File: config.mk
export PLATFORM = sky130hd
export DESIGN_NAME = reaction_sequencer
export DESIGN_NICKNAME = d
export VERILOG_FILES = /design/src/rtl/reaction_pkg.sv /design/src/rtl/reaction_lfsr16.sv /design/src/rtl/reaction_sequencer.sv
export SDC_FILE = /design/constraint.sdc
export NUM_CORES = 1
export LEC_CHECK = 0
export ABC_AREA = 1
export CAP_MARGIN = 30
export CELL_PAD_IN_SITES_DETAIL_PLACEMENT = 1
export CELL_PAD_IN_SITES_GLOBAL_PLACEMENT = 2
export CORE_MARGIN = 2
export CORE_UTILIZATION = 28
export DETAILED_ROUTE_END_ITERATION = 16
export GPL_TIMING_DRIVEN = 0
export PLACE_DENSITY = 0.75
export SLEW_MARGIN = 30
export SYNTH_ARGS = -nofsm -noshare
export SYNTH_HDL_FRONTEND = slang
export SYNTH_SLANG_ARGS = --single-unit
File: constraint.sdc
create_clock -name CLOCK_50 -period 1.6 [get_ports CLOCK_50]
set_input_delay 0.24 -clock CLOCK_50 [delete_from_list [all_inputs] [get_ports CLOCK_50]]
set_output_delay 0.24 -clock CLOCK_50 [all_outputs]
set_load 0.05 [all_outputs]
File: src/rtl/reaction_pkg.sv
// reaction_pkg
// Shared types and constants for the reaction-time tester sequencer.
//   state_t    : sequencer states (IDLE, DELAY, TIMING, DONE, FOUL)
//   LFSR_TAPS  : feedback mask for the 16-bit Fibonacci LFSR (taps 16,14,13,11)
//   ELAPSED_W  : width of the binary elapsed-tick count
package reaction_pkg;

    typedef enum logic [2:0] {
        ST_IDLE,
        ST_DELAY,
        ST_TIMING,
        ST_DONE,
        ST_FOUL
    } state_t;

    // Bit n-1 set for each tap n: 16,14,13,11 -> bits 15,13,12,10.
    localparam logic [15:0] LFSR_TAPS = 16'hB400;

    localparam int ELAPSED_W = 14;

endpackage

File: src/rtl/reaction_lfsr16.sv
// reaction_lfsr16
// Free-running 16-bit Fibonacci LFSR, advancing every clock.
// Parameters:
//   SEED   : reset value, must be non-zero
// Ports:
//   i_clk  : clock
//   i_rst  : synchronous active-high reset, loads SEED
//   o_lfsr : current LFSR register value
module reaction_lfsr16
    import reaction_pkg::*;
#(
    parameter logic [15:0] SEED = 16'hACE1
) (
    input  logic        i_clk,
    input  logic        i_rst,
    output logic [15:0] o_lfsr
);

    logic [15:0] r_lfsr;
    logic        w_fb;

    assign w_fb = ^(r_lfsr & LFSR_TAPS);

    always_ff @(posedge i_clk) begin
        if (i_rst) r_lfsr <= SEED;
        else       r_lfsr <= {r_lfsr[14:0], w_fb};
    end

    assign o_lfsr = r_lfsr;

endmodule

File: src/rtl/reaction_sequencer.sv
// reaction_sequencer
// Central FSM of the reaction-time tester: IDLE -> pseudo-random DELAY ->
// TIMING -> DONE (stop or timeout) or FOUL (stop during DELAY).
// Optional macro: REACTION_BEST_SCORE_EN adds best_time/best_valid, the
// fastest non-timeout result since reset.
// Ports:
//   CLOCK_50     : 50 MHz clock
//   reset        : synchronous active-high reset
//   request_test : start button level (rising edge starts a test)
//   stop_test    : stop button level (rising edge stops / fouls)
//   tick_100th   : one-cycle 10 ms strobe
//   waiting      : high in DELAY
//   test_active  : high in TIMING
//   bcd_clear    : one-cycle pulse as a test starts
//   bcd_enable   : tick_100th while in TIMING (combinational)
//   result_valid : high in DONE
//   timeout      : high in DONE when the test hit TIMEOUT_TICKS
//   foul         : high in FOUL
//   elapsed      : binary tick count of the current/last test
//   best_time, best_valid : (REACTION_BEST_SCORE_EN only) best result
module reaction_sequencer
    import reaction_pkg::*;
#(
    parameter int          MIN_DELAY_TICKS = 200,
    parameter int          RAND_BITS       = 8,
    parameter int          TIMEOUT_TICKS   = 9999,
    parameter logic [15:0] LFSR_SEED       = 16'hACE1
) (
    input  logic                 CLOCK_50,
    input  logic                 reset,
    input  logic                 request_test,
    input  logic                 stop_test,
    input  logic                 tick_100th,
    output logic                 waiting,
    output logic                 test_active,
    output logic                 bcd_clear,
    output logic                 bcd_enable,
    output logic                 result_valid,
    output logic                 timeout,
    output logic                 foul,
    output logic [ELAPSED_W-1:0] elapsed
`ifdef REACTION_BEST_SCORE_EN
    ,
    output logic [ELAPSED_W-1:0] best_time,
    output logic                 best_valid
`endif
);

    localparam int DCW = $clog2(MIN_DELAY_TICKS + 2**RAND_BITS);
    localparam logic [ELAPSED_W-1:0] TIMEOUT_VAL = ELAPSED_W'(TIMEOUT_TICKS);

    state_t               r_state;
    logic                 r_req_q;
    logic                 r_stop_q;
    logic [DCW-1:0]       r_delay_cnt;
    logic [ELAPSED_W-1:0] r_elapsed;
    logic                 r_timeout;
    logic                 r_bcd_clear;

    logic [15:0]          w_lfsr;
    logic                 w_unused_lfsr;
    logic                 w_req_edge;
    logic                 w_stop_edge;
    logic [ELAPSED_W-1:0] w_elapsed_inc;
    logic                 w_tick_to;
    logic [DCW-1:0]       w_delay_load;

    reaction_lfsr16 #(.SEED(LFSR_SEED)) u_lfsr (
        .i_clk  (CLOCK_50),
        .i_rst  (reset),
        .o_lfsr (w_lfsr)
    );

    // Only the low RAND_BITS feed the delay; the rest is just LFSR state.
    assign w_unused_lfsr = ^w_lfsr[15:RAND_BITS];

    assign w_req_edge    = request_test & ~r_req_q;
    assign w_stop_edge   = stop_test & ~r_stop_q;
    assign w_elapsed_inc = r_elapsed + ELAPSED_W'(1);
    // The tick that lands elapsed on the limit ends the test, even if a stop
    // edge arrives in the same cycle.
    assign w_tick_to     = tick_100th && (w_elapsed_inc == TIMEOUT_VAL);
    assign w_delay_load  = DCW'(MIN_DELAY_TICKS) + DCW'(w_lfsr[RAND_BITS-1:0]);

    always_ff @(posedge CLOCK_50) begin
        if (reset) begin
            r_state     <= ST_IDLE;
            r_req_q     <= 1'b0;
            r_stop_q    <= 1'b0;
            r_delay_cnt <= '0;
            r_elapsed   <= '0;
            r_timeout   <= 1'b0;
            r_bcd_clear <= 1'b0;
        end else begin
            r_req_q     <= request_test;
            r_stop_q    <= stop_test;
            r_bcd_clear <= 1'b0;
            case (r_state)
                // Stop edges are ignored here; a start edge always wins.
                ST_IDLE, ST_DONE, ST_FOUL: begin
                    if (w_req_edge) begin
                        r_state     <= ST_DELAY;
                        r_delay_cnt <= w_delay_load;
                        r_elapsed   <= '0;
                        r_timeout   <= 1'b0;
                        r_bcd_clear <= 1'b1;
                    end
                end
                // Early stop beats a coincident final tick. Leaving on the
                // tick that sees count==1 gives exactly N ticks of wait.
                ST_DELAY: begin
                    if (w_stop_edge) begin
                        r_state <= ST_FOUL;
                    end else if (tick_100th) begin
                        if (r_delay_cnt <= DCW'(1)) begin
                            r_state     <= ST_TIMING;
                            r_delay_cnt <= '0;
                        end else begin
                            r_delay_cnt <= r_delay_cnt - DCW'(1);
                        end
                    end
                end
                // A tick coincident with stop is still counted so elapsed
                // tracks the BCD counter, which sees bcd_enable that cycle.
                ST_TIMING: begin
                    if (tick_100th) r_elapsed <= w_elapsed_inc;
                    if (w_tick_to) begin
                        r_state   <= ST_DONE;
                        r_timeout <= 1'b1;
                    end else if (w_stop_edge) begin
                        r_state <= ST_DONE;
                    end
                end
                default: r_state <= ST_IDLE;
            endcase
        end
    end

`ifdef REACTION_BEST_SCORE_EN
    logic [ELAPSED_W-1:0] r_best_time;
    logic                 r_best_valid;
    logic [ELAPSED_W-1:0] w_elapsed_nxt;
    logic                 w_best_upd;

    assign w_elapsed_nxt = tick_100th ? w_elapsed_inc : r_elapsed;
    // Only a stop-terminated run enters DONE without timeout.
    assign w_best_upd = (r_state == ST_TIMING) && w_stop_edge && !w_tick_to &&
                        (!r_best_valid || (w_elapsed_nxt < r_best_time));

    always_ff @(posedge CLOCK_50) begin
        if (reset) begin
            r_best_time  <= '0;
            r_best_valid <= 1'b0;
        end else if (w_best_upd) begin
            r_best_time  <= w_elapsed_nxt;
            r_best_valid <= 1'b1;
        end
    end

    assign best_time  = r_best_time;
    assign best_valid = r_best_valid;
`endif

    assign waiting      = (r_state == ST_DELAY);
    assign test_active  = (r_state == ST_TIMING);
    assign result_valid = (r_state == ST_DONE);
    assign foul         = (r_state == ST_FOUL);
    assign timeout      = r_timeout;
    assign bcd_clear    = r_bcd_clear;
    assign elapsed      = r_elapsed;
    assign bcd_enable   = tick_100th & (r_state == ST_TIMING);

endmodule

==> results of run 1 <==
sequential cells by signal, indices dropped and copies added (netlist names):
name,flops
r_stop_q,1
bcd_clear,1
r_state,3
r_delay_cnt,9
r_req_q,1
timeout,1
elapsed,14
u_lfsr.o_lfsr,16
worst min path at each step:
stage                                         endpoint  slack, ns                          from  cells after the start
final                      u_lfsr.o_lfsr[9]$_SDFF_PP0_       0.41   u_lfsr.o_lfsr[8]$_SDFF_PP0_                      2
after global routing       u_lfsr.o_lfsr[9]$_SDFF_PP0_       0.45   u_lfsr.o_lfsr[8]$_SDFF_PP0_                      2
after CTS                  u_lfsr.o_lfsr[9]$_SDFF_PP0_       0.42   u_lfsr.o_lfsr[8]$_SDFF_PP0_                      2
after detailed placement  u_lfsr.o_lfsr[10]$_SDFF_PP1_       0.40   u_lfsr.o_lfsr[9]$_SDFF_PP0_                      1
after global placement    u_lfsr.o_lfsr[15]$_SDFF_PP1_       0.40  u_lfsr.o_lfsr[14]$_SDFF_PP0_                      1
after floorplan                    r_stop_q$_SDFF_PP0_       0.36                     stop_test                      2
power by group through the flow:
stage	Clock, W	Sequential, W	Combinational [W]
CTS	0.000945	0.00148	0.00187
detailed placement	0	0.00150	0.00181
floorplan	0	0.00152	0.00129
global placement	0	0.00149	0.00179
global route	0.00100	0.00153	0.00264
finish	0.000913	0.00151	0.00240
logic make-up after synthesis:
group / after synthesis / share of synthesized area
adders and majority gates: 5 / 0.0258
DFF: 46 / 0.379
buffers and inverters: 57 / 0.0902
xor gates and xnor gates: 6 / 0.0216
AOI/OAI and AO/OA: 62 / 0.150
and+or+nand+nor: 172 / 0.333
cell type report:
type,count,area [sq um]
Buffer,7,48.8
Multi-Input combinational cell,245,1500
Timing Repair Buffer,50,448
Sequential cell,46,962
Tap cell,105,131
Clock inverter,3,43.8
Inverter,50,198
Clock buffer,5,68.8
Fill cell,1026,4900
routing by layer:
metal	vias up	global-route usage	part of all wire	routed length, um
li1	1227	-	-	-
met1	1155	0.195	0.47	3370
met2	30	0.252	0.49	3510
met3	5	0.0273	0.038	272
met4	0	0.0358	0.0087	63
met5	-	0	0	0
stage by stage:
step,TNS (ns),cells,hold slack [ns],util
detailed placement,-6.83,477,0.401,0.346
floorplan,-0.884,348,0.365,-
finish,-0.552,511,0.413,0.410
global route,-1.53,511,0.447,0.410
global placement,-6.61,477,0.401,0.346
CTS,-0.631,498,0.419,0.376
cells in the final DEF (no fill, tap or decap), types with 9 or more instances in the layout:
| master | n |
|---|---|
| nor2_4 | 9 |
| nor2_1 | 24 |
| buf_4 | 21 |
| o21ai_1 | 11 |
| nand2_1 | 67 |
| dfxtp_2 | 9 |
| dfxtp_1 | 29 |
| dlygate4sd2_1 | 15 |
| inv_2 | 10 |
| nand3_1 | 14 |
| inv_1 | 36 |
| nand2_2 | 12 |
| nor2_2 | 12 |
| a21oi_1 | 30 |
critical path: stages (launching register included):
cell	delay, ns
dfxtp_4	0.39
ha_4	0.17
nand3_4	0.09
o21ai_0	0.30
nand2_1	0.12
nand3_2	0.12
nor2_4	0.05
nand3_2	0.09
nand2_4	0.09
a21oi_1	0.16
nor2_1	0.06
timing repair:
action                     in CTS  in global routing
gates cloned                    0                  0
buffers inserted               13                 16
pin swaps                       9                 17
gates resized for setup        67                 50
setup endpoints to repair      37                 28
==> results.yml, run 1 <==
power:
  p_comb_frac: 0.498
  ir_worst_vdd_uv: 474
  power_switching_w: 0.00207
  p_int_w: 0.00274
  p_sw_frac: 0.430
  clockPowerShare: 0.190
  power_w: 0.00482
  leakage_nw: 1.51
  p_per_area_nw_per_um2: 1420
  p_seq_frac: 0.313
detailed_routing:
  num_vias: 2417
  wl_um: 7220
  drtAntennaViolNets: 0
  drt-pass1-iter-count: 4
  vias_per_cell: 4.73
  drc: 0
  drtIter0Drc: 63
  wl_per_cell_um: 14.1
setup_path:
  crit_path_end: "r_state[2]$_SDFFE_PP0P_"
  reg2regPathDepth: 10
  startpoint_type: "register"
  timing_worst_setup_path_type: "register to register"
  cp_max_fo: 6
  timing.rr.start: "elapsed[0]$_SDFFE_PP0P_"
  r2r_end: "r_state[2]$_SDFFE_PP0P_"
  arrival_ns: 1.95
  cp.required_ns: 1.82
  endpoint_kind: "register"
  reg2reg_slack_ns: -0.13
  cp-startpoint: "elapsed[0]$_SDFFE_PP0P_"
sta:
  slew_viol_final: 0
  rsz0062_at_grt: "true"
  finalCriticalPeriod_ns: 1.73
  setup_viol: 6
  skew_ns: 0.0113
  slew_headroom: 0.600
  fmax_mhz: 578
  finalHoldViolCount: 0
  min_period_over_period: 1.08
  worstMarginPinSlew_ns: 0.600
  setup_slack_ns: -0.131
status:
  violations: "negative setup slack"
  status: "complete, but fails checks"
yosys:
  async_reset_ff_frac: 0
  synth_common_cells: "78 x nand2_1, 46 x dfxtp_1, 41 x inv_1, 36 x nor2_1, 32 x a21oi_1"
  synth_edf_count: 0
  yosysUniqueCellTypes: 36
  synth_area_sq_um: 2430
  yosys.cell_count.top_type: "nand2_1"
  synth.area.top_cells: "dfxtp_1 38%, nand2_1 12%, a21oi_1 6.6%, inv_1 6.3%, nor2_1 5.6%"
  yosysTopAreaCell: "dfxtp_1"
  synth_fp_nets: 358
  synth_ff_type: "dfxtp_1"
  yosysTopAreaCellShare: 0.379
  synth_cells: 348
  synth_seq_area_share: 0.379
  ys_warn_count: 0
  ys_ff_latch: 46
  avgSynthCellArea_sq_um: 6.98
die:
  ios: 26
  start_util: 0.293
  num_rows: 33
  core_sq_um: 8300
  die_h_um: 97.1
  dieArea_sq_um: 9430
  chipWidth_um: 97.1
cells_and_area:
  nets: 415
  antenna_cells: 0
  syn_to_final_growth_pct: 40.1
  layout-drive-gt1-share: 0.342
  design_area_sq_um: 3400
clocking:
  clock_latency_ns: 0.31
  clockBufferDepth: 2
  clkSinkCount: 46
  htreeDepth: 2
  numCtsBuffers: 5
  cts_root_buffer: "clkbuf_8"
  path_clk_slew_ns: 0.10
  cts_tree: "done"
  ctsHoldBuffers: 0
placed_design:
  place_ws_ns: -0.787
  post_dp_cell_area_sq_um: 2870
  port_buffers: 24
  place.gp.congestion: 0.769
  dp_hpwl_um: 5050
global_routing:
  grt_pass1_vias: 2381
  gr-total-overflow: 0
  track_usage: 0.148
  antenna_found_initial: 0
  grt_max_degree: 16
  grt_pass1_wl_um: 11500
flow_run:
  maxCapViolCount: 0
hold_path:
  min-delay-path-class: "register to register"
(Power assumes the default switching activity.)
==> run 2, diff against run 1 <==
--- a/config.mk
+++ b/config.mk
@@ -9,7 +9,6 @@
 export CAP_MARGIN = 30
 export CELL_PAD_IN_SITES_DETAIL_PLACEMENT = 1
 export CELL_PAD_IN_SITES_GLOBAL_PLACEMENT = 2
-export CORE_MARGIN = 2
 export CORE_UTILIZATION = 28
 export DETAILED_ROUTE_END_ITERATION = 16
 export GPL_TIMING_DRIVEN = 0
==> run 2 against run 1 <==
The flow still finishes with violations (negative setup slack). Die area shrank 4.1%. Sequential share of layout area rose by 0.051 points. Combinational power hardly changed. Clock skew down 0.0062 ns. Register-to-register slack better by 0.05 ns. Worst setup slack better by 0.051 ns. Sequential power about the same. Critical path type unchanged. Largest power group unchanged. Highest routed layer unchanged.
==> results.yml, run 2 (synthesis results as in run 1) <==
sta:
  setup_viol: 5
  slew_viol_final: 0
  skew_ns: 0.00512
  worstMarginPinSlew_ns: 0.579
  slew_headroom: 0.614
  setup_slack_ns: -0.0799
  finalHoldViolCount: 0
  min_period_over_period: 1.05
  fmax_mhz: 595
  rsz0062_at_grt: "true"
  finalCriticalPeriod_ns: 1.68
clocking:
  clock_latency_ns: 0.30
  clkSinkCount: 46
  clockBufferDepth: 2
  path_clk_slew_ns: 0.10
  htreeDepth: 2
  cts_root_buffer: "clkbuf_8"
  cts_tree: "done"
  numCtsBuffers: 5
hold_path:
  hold_depth: 2
  worstHoldStart: "u_lfsr.o_lfsr[8]$_SDFF_PP0_"
  min-delay-path-class: "register to register"
cells_and_area:
  fill_cells: 1043
  largest_reg_flops: 16
  final_cell_mix: "72 x nand2_1, 37 x inv_1, 32 x a21oi_1, 29 x dfxtp_1"
  layout-drive-gt1-share: 0.330
  nets: 418
  antenna_cells: 0
  layout_commonest_cell: "nand2_1"
  design_area_sq_um: 3390
  syn_to_final_growth_pct: 39.5
power:
  p_per_area_nw_per_um2: 1380
  leakage_nw: 1.50
  power_w: 0.00466
  ir_worst_vdd_uv: 620
setup_path:
  cp.required_ns: 1.81
  timing_worst_setup_path_type: "register to register"
  startpoint_type: "register"
  reg2regPathDepth: 12
  cp-startpoint: "elapsed[1]$_SDFFE_PP0P_"
  arrival_ns: 1.89
  cp_max_fo: 6
  endpoint_kind: "register"
  timing.rr.start: "elapsed[1]$_SDFFE_PP0P_"
placed_design:
  post_dp_cell_area_sq_um: 2870
  place.gp.congestion: 0.779
  dp_hpwl_um: 5020
  port_buffers: 24
  place_ws_ns: -0.795
detailed_routing:
  drtAntennaViolNets: 0
  drtIter0Drc: 105
  num_vias: 2406
  drt-pass1-iter-count: 4
  wl_um: 7400
  drc: 0
  wl_per_cell_um: 14.4
  vias_per_cell: 4.68
die:
  chipWidth_um: 95.1
  dieArea_sq_um: 9050
  ios: 26
  num_rows: 33
  start_util: 0.293
  core_sq_um: 8300
  die_h_um: 95.1
global_routing:
  grt_pass1_wl_um: 11400
  grt_max_degree: 17
  antenna_found_initial: 0
  grt_pass1_vias: 2337
  gr-total-overflow: 0
  track_usage: 0.165
status:
  violations: "negative setup slack"
  status: "complete, but fails checks"
flow_run:
  maxCapViolCount: 0
run 2: changes by cell type in the layout (fill, tap and decap cells not counted), moves of 2 or more:
cell / before / now
nand3_4: 1 / 3
o21ai_1: 11 / 9
a21oi_1: 30 / 32
nor2_4: 9 / 12
nor2_2: 12 / 8
a21oi_2: 3 / 1
buf_12: 2 / 0
buf_4: 21 / 25
nand2_1: 67 / 72
nand2_2: 12 / 7
buf_6: 3 / 5
run 2: worst max-delay path: stages (launching register included):
cell and delay (ns):
dfxtp_4 0.38, ha_4 0.17, nand2_4 0.07, nor2_4 0.11, nand2_2 0.09, o21ai_1 0.12, nand2_1 0.09, nor2_2 0.16
nand3_4 0.11, nand2_4 0.11, nand3_2 0.06, nand2_1 0.06, nor2_1 0.05
run 2: through the flow:
stage | cells | setup TNS (ns) | util | hold slack [ns]
2_1_floorplan | 348 | -0.884 | - | 0.365
3_3_place_gp | 477 | -6.76 | 0.346 | 0.401
3_5_place_dp | 477 | -7.38 | 0.346 | 0.401
4_1_cts | 497 | -0.659 | 0.377 | 0.419
5_1_grt | 514 | -1.06 | 0.408 | 0.438
6_report | 514 | -0.330 | 0.408 | 0.413
run 2: final cells by class:
class                           instances  area (sq um)  area share
Timing Repair Buffer                   52           439       0.130
Clock buffer                            5          68.8      0.0203
Tap cell                              105           131      0.0388
Clock inverter                          3          23.8     0.00702
Inverter                               50           198      0.0584
Buffer                                  7          45.0      0.0133
Multi-Input combinational cell        246          1520       0.449
Sequential cell                        46           960       0.283
run 2: worst paths after layout:
| kind | to | slack, ns |
|---|---|---|
| setup reg to reg | r_state[0]$_SDFFE_PP0P_ | -0.08 |
| setup / recovery | r_state[0]$_SDFFE_PP0P_ | -0.08 |
| hold / removal | u_lfsr.o_lfsr[9]$_SDFF_PP0_ | 0.41 |
| hold reg to reg | u_lfsr.o_lfsr[9]$_SDFF_PP0_ | 0.41 |
run 2: power by group:
group,total [W],internal (W),switching (W)
logic,0.00239,0.000911,0.00148
registers,0.00150,0.00133,0.000174
clock network,0.000768,0.000318,0.000450
total,0.00466,0.00256,0.00210
run 2: layer usage:
layer / track usage / up-vias / wire (um)
met1: 0.221 / 1139 / 3700
met3: 0.0311 / 4 / 210
li1: - / 1235 / -
met5: 0 / - / 0
met2: 0.276 / 28 / 3450
met4: 0.0341 / 0 / 39
run 2: what timing repair did:
action	4_1_cts	5_1_grt
pin swaps	14	14
gates resized for setup	74	40
gates cloned	0	1
endpoints found under the setup margin	41	27
buffers inserted	12	16
hold buffers	0	0
==> run 3, diff against run 2 <==
--- a/config.mk
+++ b/config.mk
@@ -8,11 +8,11 @@
 export ABC_AREA = 1
 export CAP_MARGIN = 30
 export CELL_PAD_IN_SITES_DETAIL_PLACEMENT = 1
-export CELL_PAD_IN_SITES_GLOBAL_PLACEMENT = 2
-export CORE_UTILIZATION = 28
+export CELL_PAD_IN_SITES_GLOBAL_PLACEMENT = 1
+export CORE_UTILIZATION = 36
 export DETAILED_ROUTE_END_ITERATION = 16
 export GPL_TIMING_DRIVEN = 0
-export PLACE_DENSITY = 0.75
+export PLACE_DENSITY = 0.76
 export SLEW_MARGIN = 30
 export SYNTH_ARGS = -nofsm -noshare
 export SYNTH_HDL_FRONTEND = slang
==> run 3 against run 2 <==
The run ends with design-rule violations, negative setup slack left. Hold slack lost 0.0013 ns. Register-to-register slack lost 0.08 ns. Via count rose by 0.67%. Clock skew increased by 0.0014 ns.
==> results.yml, run 3 (synthesis results as in run 1) <==
status:
  violations: "design-rule violations, negative setup slack"
  status: "complete, but fails checks"
clocking:
  clkSinkCount: 46
  ctsHoldBuffers: 0
  numCtsBuffers: 5
  clockBufferDepth: 2
  htreeDepth: 2
  cts_root_buffer: "clkbuf_8"
  path_clk_slew_ns: 0.10
  clock_latency_ns: 0.31
  cts_tree: "done"
cells_and_area:
  largest_reg_flops: 16
  syn_to_final_growth_pct: 34.0
  layout_commonest_cell: "nand2_1"
  antenna_cells: 0
  fin_cells: 476
  fill_cells: 808
  regArea_sq_um: 958
  layout-drive-gt1-share: 0.316
  design_area_sq_um: 3250
  nets: 408
  multi_input_area_sq_um: 1490
  final_cell_mix: "70 x nand2_1, 38 x inv_1, 32 x a21oi_1, 28 x dfxtp_1, 24 x nor2_1"
detailed_routing:
  drtAntennaViolNets: 0
  wl_um: 7220
  num_vias: 2422
  wl_per_cell_um: 15.2
  vias_per_cell: 5.09
  drt-pass1-iter-count: 10
  drc: 8
  drtIter0Drc: 111
power:
  clockPowerShare: 0.173
  p_sw_frac: 0.450
  p_per_area_nw_per_um2: 1410
  ir_worst_vdd_uv: 585
  p_comb_frac: 0.498
  p_seq_frac: 0.329
  leakage_nw: 1.45
  p_int_w: 0.00253
  power_switching_w: 0.00207
sta:
  setup_viol: 5
  setup_slack_ns: -0.156
  min_period_over_period: 1.10
  slew_headroom: 0.632
  fmax_mhz: 569
  skew_ns: 0.00656
  worstMarginPinSlew_ns: 0.552
  finalCriticalPeriod_ns: 1.76
  rsz0062_at_grt: "true"
  finalHoldViolCount: 0
  slew_viol_final: 0
global_routing:
  track_usage: 0.199
  antenna_found_initial: 0
  gr-total-overflow: 0
  grt_max_degree: 18
  grt_pass1_vias: 2415
  grt_pass1_wl_um: 11200
setup_path:
  worstSetupPathDepth: 11
  cpMaxStageDelayCell: "dfxtp_4"
  path_buf_inv: 1
  endpoint_kind: "register"
  timing_worst_setup_path_type: "register to register"
  cp.required_ns: 1.81
  cpLargestDelayFamily: "simple AND/OR/NAND/NOR gates"
  startpoint_type: "register"
  cpMostUsedCell: "nand2_2"
  arrival_ns: 1.97
  timing.rr.start: "elapsed[1]$_SDFFE_PP0P_"
  crit_path_cell_trace: "buf_4 -> nand2_2 -> nor2_8 -> nand3_1 -> xor2_2 -> nor2_2 -> nand3_4 -> nand2_4 -> nand3_2 -> nand2_2 -> nor2_1"
  reg2reg_slack_ns: -0.16
  cpPeakStageDelay_ns: 0.39
  reg2regPathDepth: 11
  crit_path_end: "r_state[0]$_SDFFE_PP0P_"
  r2r_end: "r_state[0]$_SDFFE_PP0P_"
  cp_max_fo: 7
  cp-startpoint: "elapsed[1]$_SDFFE_PP0P_"
placed_design:
  dp.cells: 449
  place_ws_ns: -0.765
  place.gp.congestion: 0.791
  port_buffers: 24
  post_dp_cell_area_sq_um: 2840
  dp_hpwl_um: 4850
die:
  dieArea_sq_um: 7080
  num_rows: 29
  chipWidth_um: 84.1
  die_h_um: 84.1
  ios: 26
  start_util: 0.378
  core_sq_um: 6420
hold_path:
  hold_depth: 2
  min-delay-path-class: "register to register"
flow_run:
  maxCapViolCount: 0
-- run 3: power groups by stage --
stage	Combinational [W]	Clock, W	Sequential, W
after detailed placement	0.00179	0	0.00149
after CTS	0.00186	0.000817	0.00148
final	0.00229	0.000793	0.00151
after global routing	0.00250	0.000850	0.00153
after floorplan	0.00129	0	0.00152
after global placement	0.00175	0	0.00149
-- run 3: per-layer routing --
layer,wire length [um],vias to the layer above,track usage,share of wire
met5,0,-,0,0
met4,68,0,0.0455,0.0094
met3,277,7,0.0324,0.038
met2,3690,36,0.350,0.51
met1,3180,1169,0.255,0.44
li1,-,1210,-,-
-- run 3: how the worst min path moves through the flow --
stage / startpoint / end / slack (ns)
CTS: u_lfsr.o_lfsr[8]$_SDFF_PP0_ / u_lfsr.o_lfsr[9]$_SDFF_PP0_ / 0.42
detailed placement: u_lfsr.o_lfsr[14]$_SDFF_PP0_ / u_lfsr.o_lfsr[15]$_SDFF_PP1_ / 0.40
global route: u_lfsr.o_lfsr[8]$_SDFF_PP0_ / u_lfsr.o_lfsr[9]$_SDFF_PP0_ / 0.44
finish: u_lfsr.o_lfsr[8]$_SDFF_PP0_ / u_lfsr.o_lfsr[9]$_SDFF_PP0_ / 0.41
global placement: u_lfsr.o_lfsr[9]$_SDFF_PP0_ / u_lfsr.o_lfsr[10]$_SDFF_PP1_ / 0.40
floorplan: stop_test / r_stop_q$_SDFF_PP0_ / 0.36
-- run 3: through the flow --
stage	power [W]	setup TNS, ns	hold WS [ns]	util
global placement	0.00324	-5.74	0.398	0.441
detailed placement	0.00329	-6.52	0.400	0.441
finish	0.00459	-0.713	0.412	0.507
global route	0.00488	-2.10	0.436	0.507
CTS	0.00415	-0.653	0.417	0.471
floorplan	0.00281	-0.884	0.365	-
-- run 3: final cells by class --
class | count | share of cell area
Clock buffer | 5 | 0.0212
Sequential cell | 46 | 0.295
Timing Repair Buffer | 43 | 0.115
Buffer | 7 | 0.0127
Clock inverter | 3 | 0.00808
Inverter | 50 | 0.0600
Tap cell | 77 | 0.0296
Multi-Input combinational cell | 245 | 0.459
-- run 3: tightest hold or removal path: stages, from the launching register on --
cell and delay (ns):
dfxtp_1 0.31, inv_1 0.04, nor2_1 0.03
-- run 3: timing repair --
action | in CTS | in global routing
gates resized for setup | 68 | 36
pin swaps | 13 | 12
setup endpoints to repair | 37 | 27
buffers inserted | 6 | 13
==> variant 1, RTL diff (flow settings as in run 1) <==
Change the parameter `RAND_BITS` from 8 to 10.
--- a/src/rtl/reaction_sequencer.sv
+++ b/src/rtl/reaction_sequencer.sv
@@ -23,5 +23,5 @@
 #(
     parameter int          MIN_DELAY_TICKS = 200,
-    parameter int          RAND_BITS       = 8,
+    parameter int          RAND_BITS       = 10,
     parameter int          TIMEOUT_TICKS   = 9999,
     parameter logic [15:0] LFSR_SEED       = 16'hACE1
Check against the original RTL: no difference found for any inputs over 10 cycles, from zero or initial values and one cycle with reset high; that may be too few to reach the edited logic, so the function may still have changed.
==> variant 1 against run 1 <==
- the run still ends with setup timing left
- power grew 6.2%
- worst setup slack got worse by 0.068 ns
- clock power down 11%
- clock skew is 0.0021 ns higher
- final cell count grew 7.2%
- synthesized area rose by 4.9%
- sequential share of layout area down 0.052 points
- critical path depth decreased by 4
- final area rose by 3.3%
- sequential cell count rose by 2
- hold slack improved by 0.0070 ns
- routed wire length is 7.3% higher
- critical path type is now flip-flop to output port
==> variant 1: results (changes against run 1) <==
P_clk = 0.809 mW (was 0.913 mW)
grt met1 use = 22.1% (was 19.5%)
Power Total = 5.12 mW (was 4.82 mW)
area of the mapped netlist = 2550 sq um (was 2430 sq um)
CLK BUF = 6 (was 5)
status = finished with violations (unchanged)
Seq cells = 48 (was 46)
Synth Area in Compound Gates = 13.0% (was 15.0%)
RD Place Congestion = 0.788 (was 0.769)
sw power = 2.29 mW (was 2.07 mW)
top cells by count, synth = 79 x nand2_1, 54 x nor2_1, 48 x dfxtp_1 (was 78 x nand2_1, 46 x dfxtp_1, 41 x inv_1)
share of cells above drive strength 1 = 29.1% (was 34.2%)
Leak = 1.53 nW (was 1.51 nW)
Setup WS post-layout = -0.199 ns (was -0.131 ns)
Synth Area in XOR/XNOR = 3.78% (was 2.16%)
cells after synthesis = 378 (was 348)
post-synthesis sequential area ratio = 37.7% (was 37.9%)
register area = 992 sq um (was 962 sq um)
pre-CTS setup slack = -0.868 ns (was -0.787 ns)
failing checks = setup timing (unchanged)
1st-iter DRT viols = 54 (was 63)
multi-input combinational cell area = 1580 sq um (was 1500 sq um)
Synth area leaders = dfxtp_1 38%, nand2_1 12%, nor2_1 8.0% (was dfxtp_1 38%, nand2_1 12%, a21oi_1 6.6%)
Non-CTS buffers = 61 (was 57)
met3 wire length = 164 microns (was 272 microns)
filler instances = 1096 (was 1026)
worst setup path end = bcd_enable (was r_state[2])
met2 wire len = 3.58 mm (was 3.51 mm)
Avg WL per Cell = 14.1 microns (about the same)
Final setup viols = 8 (was 6)
IO Port Bufs = 25 (was 24)
Cells after DPL = 511 (was 477)
combinational power = 2.71 mW (was 2.40 mW)
Final HPWL DP = 5.59 mm (was 5.05 mm)
Layout area overhead = 38.0% (was 40.1%)
CP arrival = 1.56 ns (was 1.95 ns)
vias in the first global route = 2599 (was 2381)
Yosys cell types = 31 (was 36)
WL met1 = 3.90 mm (was 3.37 mm)
Clock Skews = 0.0134 ns (was 0.0113 ns)
worst slew pin tran = 0.647 ns (was 0.600 ns)
total negative setup slack = -0.718 ns (was -0.552 ns)
Synth Area in Adders = 2.46% (was 2.58%)
GRT Total Usage = 16.1% (was 14.8%)
global-route wire length before repair = 12.8 mm (was 11.5 mm)
grt met3 use = 2.39% (was 2.73%)
syn nets = 388 (was 358)
inverters = 49 (was 50)
Cell Area, Placed = 2970 sq um (was 2870 sq um)
==> variant 1: worst min-delay path by stage <==
| stage | startpoint | end | slack (ns) | cells after the start |
|---|---|---|---|---|
| floorplan | stop_test | r_stop_q | 0.36 | 2 |
| global placement | u_lfsr.o_lfsr[14] | u_lfsr.o_lfsr[15] | 0.39 | 1 |
| detailed placement | u_lfsr.o_lfsr[14] | u_lfsr.o_lfsr[15] | 0.40 | 1 |
| CTS | u_lfsr.o_lfsr[14] | u_lfsr.o_lfsr[15] | 0.42 | 1 |
| global route | u_lfsr.o_lfsr[11] | u_lfsr.o_lfsr[12] | 0.43 | 2 |
| finish | u_lfsr.o_lfsr[11] | u_lfsr.o_lfsr[12] | 0.42 | 2 |
==> variant 1: repair_timing <==
item,4_1_cts,5_1_grt
buffers inserted,13,16
pin swaps,8,14
gates resized for setup,71,47
setup endpoints to repair,50,33
==> variant 2, RTL diff (config.mk and constraints of run 1) <==
Made on the original files. Encoding of `state_t`: now one-hot (5 bits for 5 states).
--- a/src/rtl/reaction_pkg.sv
+++ b/src/rtl/reaction_pkg.sv
@@ -6,10 +6,10 @@
 package reaction_pkg;
 
-    typedef enum logic [2:0] {
-        ST_IDLE,
-        ST_DELAY,
-        ST_TIMING,
-        ST_DONE,
-        ST_FOUL
+    typedef enum logic [4:0] {
+        ST_IDLE   = 5'b00001,
+        ST_DELAY  = 5'b00010,
+        ST_TIMING = 5'b00100,
+        ST_DONE   = 5'b01000,
+        ST_FOUL   = 5'b10000
     } state_t;
 
Check against the original RTL: same outputs for any inputs over 10 cycles, from zero or initial values and one cycle with reset high; not proved beyond that.
==> variant 2 against run 1 <==
- worst setup slack lost 0.15 ns
- global-route usage shrank 0.14 points
- synthesized area grew 2.8%
- final area shrank 0.29%
- the run still ends with setup timing left
- critical path type unchanged
- routed wire length shrank 0.39%
- final cell count grew 1.2%
- first-iteration DRC count shrank 13%
- die area grew 2.7%
- power grew 15%
- sequential cell count grew 2
- non-clock buffer count grew 4
==> variant 2: results (changes against run 1) <==
failing checks = setup timing (unchanged)
global-route wire length before repair = 11.4 mm (was 11.5 mm)
syn nets = 356 (was 358)
Setup WS post-layout = -0.280 ns (was -0.131 ns)
Post-Layout Cell Count = 517 (was 511)
Final setup viols = 8 (was 6)
Max IR drop VDD = 513 uV (was 474 uV)
post-synthesis sequential area ratio = 38.5% (was 37.9%)
pre-CTS setup slack = -0.812 ns (was -0.787 ns)
Final HPWL DP = 5.07 mm (was 5.05 mm)
vias in the first global route = 2282 (was 2381)
CP peak stage delay = 0.41 ns (was 0.39 ns)
Avg WL per Cell = 13.9 microns (was 14.1 microns)
DRT Pass-1 Iters = 4 (unchanged)
worst slew pin tran = 0.509 ns (was 0.600 ns)
total negative setup slack = -1.41 ns (was -0.552 ns)
filler instances = 1089 (was 1026)
Leak = 1.50 nW (was 1.51 nW)
status = finished with violations (unchanged)
share of cells above drive strength 1 = 31.8% (was 34.2%)
CP arrival = 2.08 ns (was 1.95 ns)
RD Place Congestion = 0.741 (was 0.769)
Clock Skews = 0.00757 ns (was 0.0113 ns)
Cells after DPL = 479 (was 477)
via count = 2406 (was 2417)
1st-iter DRT viols = 55 (was 63)
top cells by count, synth = 66 x nand2_1, 48 x dfxtp_1, 40 x inv_1 (was 78 x nand2_1, 46 x dfxtp_1, 41 x inv_1)
fin nets = 418 (was 415)
-- variant 2: worst reg2reg max path, cell delays in order (launching register included) --
cell      delay [ns]
dfxtp_4         0.41
ha_4            0.18
nand3_4         0.09
buf_4           0.14
o21bai_1        0.24
nand2_2         0.09
nand2_1         0.08
nor2_1          0.04
nand2_1         0.05
nor2_1          0.04
nand2_1         0.12
nand2_2         0.11
a21oi_2         0.13
nor2_1          0.05
-- variant 2: kinds of logic (layout without fill, tap and decap cells) --
group                    Yosys count  in the layout  synth area share [%]
AO/OA/AOI/OAI                     64             64                  14.6
adder cells (fa/ha/maj)            5              5                  2.51
buffers and inverters             55            118                  9.07
AND/OR/NAND/NOR                  164            164                  31.6
XOR/XNOR                          10             10                  3.81
flip-flops                        48             48                  38.5
-- variant 2: final timing paths --
path / from / to / slack (ns) / cells past startpoint
worst max-delay path: elapsed[0] / r_state[4] / -0.28 / 13
worst min-delay path: u_lfsr.o_lfsr[14] / u_lfsr.o_lfsr[15] / 0.42 / 1
worst max register to register: elapsed[0] / r_state[4] / -0.28 / 13
worst min register to register: u_lfsr.o_lfsr[14] / u_lfsr.o_lfsr[15] / 0.42 / 1
-- variant 2: metrics by stage --
| step | power [mW] | area, sq um |
|---|---|---|
| detailed placement | 4.16 | 2920 |
| finish | 5.55 | 3390 |
| global placement | 4.14 | 2920 |
| global route | 5.98 | 3390 |
| floorplan | 3.51 | 2540 |
| CTS | 5.13 | 3180 |
-- variant 2: what timing repair did --
action                     CTS  global route
pin swaps                    8            11
setup buffers               14            14
gates cloned                 1             1
gates resized for setup     77            30
setup endpoints to repair   49            35
-- variant 2: where the power goes --
group	internal, mW	total, mW	switching [mW]
Combinational	1.22	3.04	1.82
Clock	0.354	0.778	0.424
Sequential	1.46	1.74	0.281
Total	3.03	5.55	2.53
-- variant 2: per-layer routing --
metal  GRT usage [%]  part of all wire (%)  vias to the layer above
li1                -                     -                     1252
met1            20.1                    49                     1126
met2            24.0                    47                       19
met3            2.77                   2.0                        9
met4            3.79                   1.5                        0
met5               0                     0                        -
-- variant 2: cell type report --
cell class,count,area share [%]
Multi-Input combinational cell,243,42.9
Timing Repair Buffer,55,14.0
Clock buffer,8,2.66
Buffer,6,1.40
Sequential cell,48,29.2
Tap cell,108,3.98
Inverter,49,5.87
